### src/rtl/mul_pkg.sv
// Shared types and constants for the sequential shift-add multiplier.
package mul_pkg;

  localparam int unsigned MUL_WIDTH = 32;

  typedef enum logic [1:0] {
    StIdle,
    StCalc,
    StDone
  } mul_state_e;

  // Step counter width; at least one bit so WIDTH=1 still elaborates.
  function automatic int unsigned cnt_width(input int unsigned w);
    return (w > 1) ? $clog2(w) : 1;
  endfunction

endpackage

### src/rtl/mul_add_step.sv
// One conditional add of the shift-add multiplier: ripple add of mcand onto hi when lsb is set,
// otherwise a pass-through of hi with zero carry.
module mul_add_step #(
  parameter int unsigned WIDTH = 32
) (
  input  logic [WIDTH-1:0] hi,
  input  logic [WIDTH-1:0] mcand,
  input  logic             lsb,
  output logic [WIDTH-1:0] sum,
  output logic             carry
);

  always_comb begin
    logic             c;
    logic [WIDTH-1:0] addend;
    c      = 1'b0;
    sum    = '0;
    addend = lsb ? mcand : '0;
    for (int i = 0; i < WIDTH; i++) begin
      sum[i] = hi[i] ^ addend[i] ^ c;
      c      = (hi[i] & addend[i]) | (hi[i] & c) | (addend[i] & c);
    end
    carry = c;
  end

endmodule

### src/rtl/shift_add_multiplier.sv
// Sequential unsigned WIDTH x WIDTH multiplier, one conditional add per clock, valid/ready on both
// sides. Define MUL_ZERO_SKIP_EN to bypass the add loop when either operand is zero.
module shift_add_multiplier
  import mul_pkg::*;
#(
  parameter int unsigned WIDTH = MUL_WIDTH
) (
  input  logic               clk,
  input  logic               rst_n,
  input  logic               in_valid,
  output logic               in_ready,
  input  logic [WIDTH-1:0]   a,
  input  logic [WIDTH-1:0]   b,
  output logic               out_valid,
  input  logic               out_ready,
  output logic [2*WIDTH-1:0] product,
  output logic               busy
);

  localparam int unsigned CntW = cnt_width(WIDTH);
  localparam logic [CntW-1:0] LastCnt = CntW'(WIDTH - 1);

  mul_state_e       state_q;
  logic [WIDTH-1:0] mcand_q;
  logic [2*WIDTH-1:0] p_q;
  logic [CntW-1:0]  cnt_q;

  logic [WIDTH-1:0]   step_sum;
  logic               step_carry;
  logic [2*WIDTH-1:0] p_next;

  mul_add_step #(
    .WIDTH(WIDTH)
  ) u_step (
    .hi   (p_q[2*WIDTH-1:WIDTH]),
    .mcand(mcand_q),
    .lsb  (p_q[0]),
    .sum  (step_sum),
    .carry(step_carry)
  );

  // Carry-out becomes the new MSB, so the shifted accumulator never overflows.
  assign p_next = {step_carry, step_sum, p_q[WIDTH-1:1]};

  always_ff @(posedge clk) begin
    if (!rst_n) begin
      state_q   <= StIdle;
      mcand_q   <= '0;
      p_q       <= '0;
      cnt_q     <= '0;
      product   <= '0;
      out_valid <= 1'b0;
      busy      <= 1'b0;
      in_ready  <= 1'b1;
    end else begin
      unique case (state_q)
        StIdle: begin
          if (in_valid) begin
            mcand_q  <= a;
            p_q      <= {{WIDTH{1'b0}}, b};
            cnt_q    <= '0;
            in_ready <= 1'b0;
`ifdef MUL_ZERO_SKIP_EN
            if (a == '0 || b == '0) begin
              state_q   <= StDone;
              p_q       <= '0;
              product   <= '0;
              out_valid <= 1'b1;
            end else begin
              state_q <= StCalc;
              busy    <= 1'b1;
            end
`else
            state_q <= StCalc;
            busy    <= 1'b1;
`endif
          end
        end
        StCalc: begin
          p_q <= p_next;
          if (cnt_q == LastCnt) begin
            state_q   <= StDone;
            busy      <= 1'b0;
            out_valid <= 1'b1;
            product   <= p_next;
          end else begin
            cnt_q <= cnt_q + 1'b1;
          end
        end
        StDone: begin
          if (out_ready) begin
            state_q   <= StIdle;
            out_valid <= 1'b0;
            in_ready  <= 1'b1;
          end
        end
        default: state_q <= StIdle;
      endcase
    end
  end

endmodule

### config.mk
export PLATFORM = sky130hd
export DESIGN_NAME = shift_add_multiplier
export DESIGN_NICKNAME = d
export VERILOG_FILES = /design/src/rtl/mul_pkg.sv /design/src/rtl/mul_add_step.sv /design/src/rtl/shift_add_multiplier.sv
export SDC_FILE = /design/constraint.sdc
export NUM_CORES = 1
export LEC_CHECK = 0
export ABC_CLOCK_PERIOD_IN_PS = 35600
export BUFFER_PORTS_ARGS = -buffer_cell sky130_fd_sc_hd__buf_2
export CORE_ASPECT_RATIO = 1.75
export CORE_MARGIN = 3
export CORE_UTILIZATION = 35
export DETAILED_ROUTE_END_ITERATION = 7
export HOLD_SLACK_MARGIN = 0.02
export REMOVE_ABC_BUFFERS = 1
export SLEW_MARGIN = 0
export SYNTH_ARGS = -nofsm -noshare
export SYNTH_HDL_FRONTEND = slang
export SYNTH_SLANG_ARGS = --single-unit
### constraint.sdc
create_clock -name clk -period 35.6 [get_ports clk]
set_clock_uncertainty 0.1 [all_clocks]
set_input_delay 1.78 -clock clk [delete_from_list [all_inputs] [get_ports clk]]
set_output_delay 1.78 -clock clk [all_outputs]
set_load 0.005 [all_outputs]
==> reports/metrics.cfg <==
[sta]
fin_crit_ns = 14.29
post-route-period-util_pct = 40.1
rsz0062_at_grt = false
drv_slew = 0
tightest_slew_ns = 0.938
finalWorstSetupSlack_ns = 21.31
setup_viol = 0
hold_viol_final = 0
slew_headroom_pct = 37.3
fmax_mhz = 70.0
fin_tns_setup_ns = 0

[synthesis]
synth-simple-area-share_pct = 17.5
ys_types = 37
synth_xor_area_share_pct = 0.117
muxShareOfSynthArea_pct = 0
netlist_instances = 863
yosysSeqAreaShare_pct = 45.4
yosysWarnings = 0
postSynth.asyncResetShare_pct = 0
synth_edf_count = 0
synth_area_um2 = 7500
synth_compound_area_share_pct = 21.7
synthTopCellsByArea = dfxtp_1 45%, nand2_1 12%, fa_1 8.3%, a21oi_1 4.5%, o211a_1 4.1%
synth_top_area_cell = dfxtp_1
syn_area_per_cell_um2 = 8.69
synthAdderAreaFrac_pct = 8.78
synth_top_area_share_pct = 45.4
synth_top_family_by_area = compound AO/OA/AOI/OAI gates
ys_seq_elements = 170
synth_ff_type = dfxtp_1

[global_routing]
overflow = 0
grt_usage_pct = 15.7
grt_pass1_wl_um = 28900
grt_pass1_vias = 5862
antenna_found_initial = 0
grt_max_degree = 88

[layout]
nFillCells = 2134
final_cell_mix = 231 x nand2_1, 170 x dfxtp_1, 133 x buf_2, 67 x a21oi_1, 35 x a21boi_0
final_cells = 1219
fin_nets = 1056
drive_above_1_share_pct = 18.4
diodes = 0
fin_util_pct = 42.0
syn_to_final_growth_pct = 17.7
final_common_cell = nand2_1

[critical_path]
r2r_end = p_q[62]$_SDFFE_PN0P_
worstPathRequired_ns = 35.82
reg2reg_slack_ns = 21.31
r2r-start = p_q[0]$_SDFFE_PN0P_
path_common_cell = fa_1
path_class = register to register
slowest_delay_ns = 0.54
cp.depth = 37
worstPathArrival_ns = 14.51
r2r_cells = 37
crit_fanout = 32
cp-start-kind = register
critPathCaptureType = register
slowest_stage = fa_1
crit_buf_inv = 3
path_delay_family = adder cells

[routing]
remaining_drc_errors = 0
routed_wirelength_um = 17800
num_vias = 5980
drtAntennaViolNets = 0
viasPerCell = 4.91
firstDrtPassIters = 6
wl_per_cell_um = 14.6
drt_iter0_drc = 372

[min_path]
hold_start = mcand_q[0]$_SDFFE_PN0P_
holdPathEnd = mcand_q[0]$_SDFFE_PN0P_
hold_class = register to register
whs_path_depth = 2

[cts]
clk_pin_slew_worst_paths_ns = 0.07
cts_inserted_buffers = 17
htreeDepth = 4
post_cts_buffers = 0
cts_tree = built
postCtsHoldBufs = 0
cts_root_buffer = clkbuf_16
ctsResizeCount = 0
clock_path_buffers = 2
cts_sinks = 170
clkLatencyLatePin_ns = 0.42

[floorplanning]
core_um2 = 21000
rows = 70
die-area_um2 = 23300
die_h_um = 200
io_pins = 135
initial_core_util_pct = 35.7
die_w_um = 117

[power_and_ir_drop]
seqPwrFrac_pct = 46.6
p_sw_share_pct = 23.0
power_density_nw_per_um2 = 48.6
p_total_w = 0.000429
pwr-share-clk_pct = 46.5
p_leak_nw = 3.69
power.switching_w = 0.0000989
peakVddDrop_mv = 0.0255
power_frac_comb_pct = 6.9
p_int_w = 0.000330

[place]
placed_cells_incl_taps = 1187
hpwl_um = 11300
io_buffers = 134
dp_slack_ns = 21.18
place.gp.congestion = 0.758

[status]
status = finished clean

[run]
maxCapViolations = 0

-- power by group through the flow --
stage / logic, W / clock network [W] / registers (W)
floorplan: 0.0000163 / 0 / 0.000204
global placement: 0.0000300 / 0 / 0.000204
global route: 0.0000340 / 0.000214 / 0.000201
finish: 0.0000296 / 0.000200 / 0.000200
CTS: 0.0000305 / 0.000207 / 0.000200
detailed placement: 0.0000304 / 0 / 0.000204
-- routing by layer --
layer	GRT usage, %	share of wire (%)	up-vias
met4	6.21	1.3	0
met1	18.0	42	2829
met5	0	0	-
li1	-	-	3026
met2	28.6	54	114
met3	2.73	3.5	11
-- logic make-up after synthesis --
family                     Yosys count
adders and majority gates           34
buffers and inverters              103
DFF                                170
and+or+nand+nor                    318
xor gates and xnor gates             1
AOI/OAI and AO/OA                  237
-- metrics by stage --
stage | area [µm²] | hold WS, ns
after floorplan | 7130 | 0.330
after global placement | 8190 | 0.340
after detailed placement | 8190 | 0.345
after CTS | 8830 | 0.354
after global routing | 8830 | 0.378
final | 8830 | 0.348
-- layout make-up --
class	count	area (µm²)	area share, %
Multi-Input combinational cell	590	3610	40.9
Sequential cell	170	3400	38.5
Timing Repair Buffer	142	733	8.30
Clock buffer	22	474	5.37
Tap cell	252	315	3.57
Clock inverter	10	164	1.86
Inverter	33	124	1.40
-- worst max path at each step --
stage	to	slack (ns)	startpoint
global placement	p_q[62]$_SDFFE_PN0P_	21.26	p_q[0]$_SDFFE_PN0P_
finish	p_q[62]$_SDFFE_PN0P_	21.31	p_q[0]$_SDFFE_PN0P_
global route	p_q[62]$_SDFFE_PN0P_	20.69	p_q[0]$_SDFFE_PN0P_
floorplan	p_q[62]$_SDFFE_PN0P_	21.33	p_q[0]$_SDFFE_PN0P_
detailed placement	p_q[62]$_SDFFE_PN0P_	21.18	p_q[0]$_SDFFE_PN0P_
CTS	p_q[62]$_SDFFE_PN0P_	21.12	p_q[0]$_SDFFE_PN0P_
-- sequential cells by signal, indices dropped and copies added, names as in the netlist --
register,flops
p_q,64
product,64
mcand_q,32
cnt_q,5
state_q,2
busy,1
in_ready,1
out_valid,1
-- worst register-to-register path: cells and delay by family, from the launching register on --
| family | cells | cell delay [ns] |
|---|---|---|
| compound gates | 1 | 0.20 |
| flops | 1 | 0.33 |
| simple gates | 2 | 0.18 |
| buf+inv | 3 | 0.45 |
| fa+ha+maj | 31 | 12.93 |
-- cell usage after synthesis, types with 2 or more instances --
library cell,number
inv_1,33
nand2_1,231
ha_1,3
dfxtp_1,170
o21ai_0,33
a21boi_0,35
o211a_1,31
nor2_1,34
nand2b_1,3
buf_6,8
clkbuf_1,34
nor2b_1,4
and3_1,3
a21boi_1,32
o32ai_1,2
buf_2,21
and2_1,5
a21oi_1,67
buf_4,6
fa_1,31
nand3_1,3
nor3_1,29
o21a_1,31
Power figures use the tool's default switching activity.
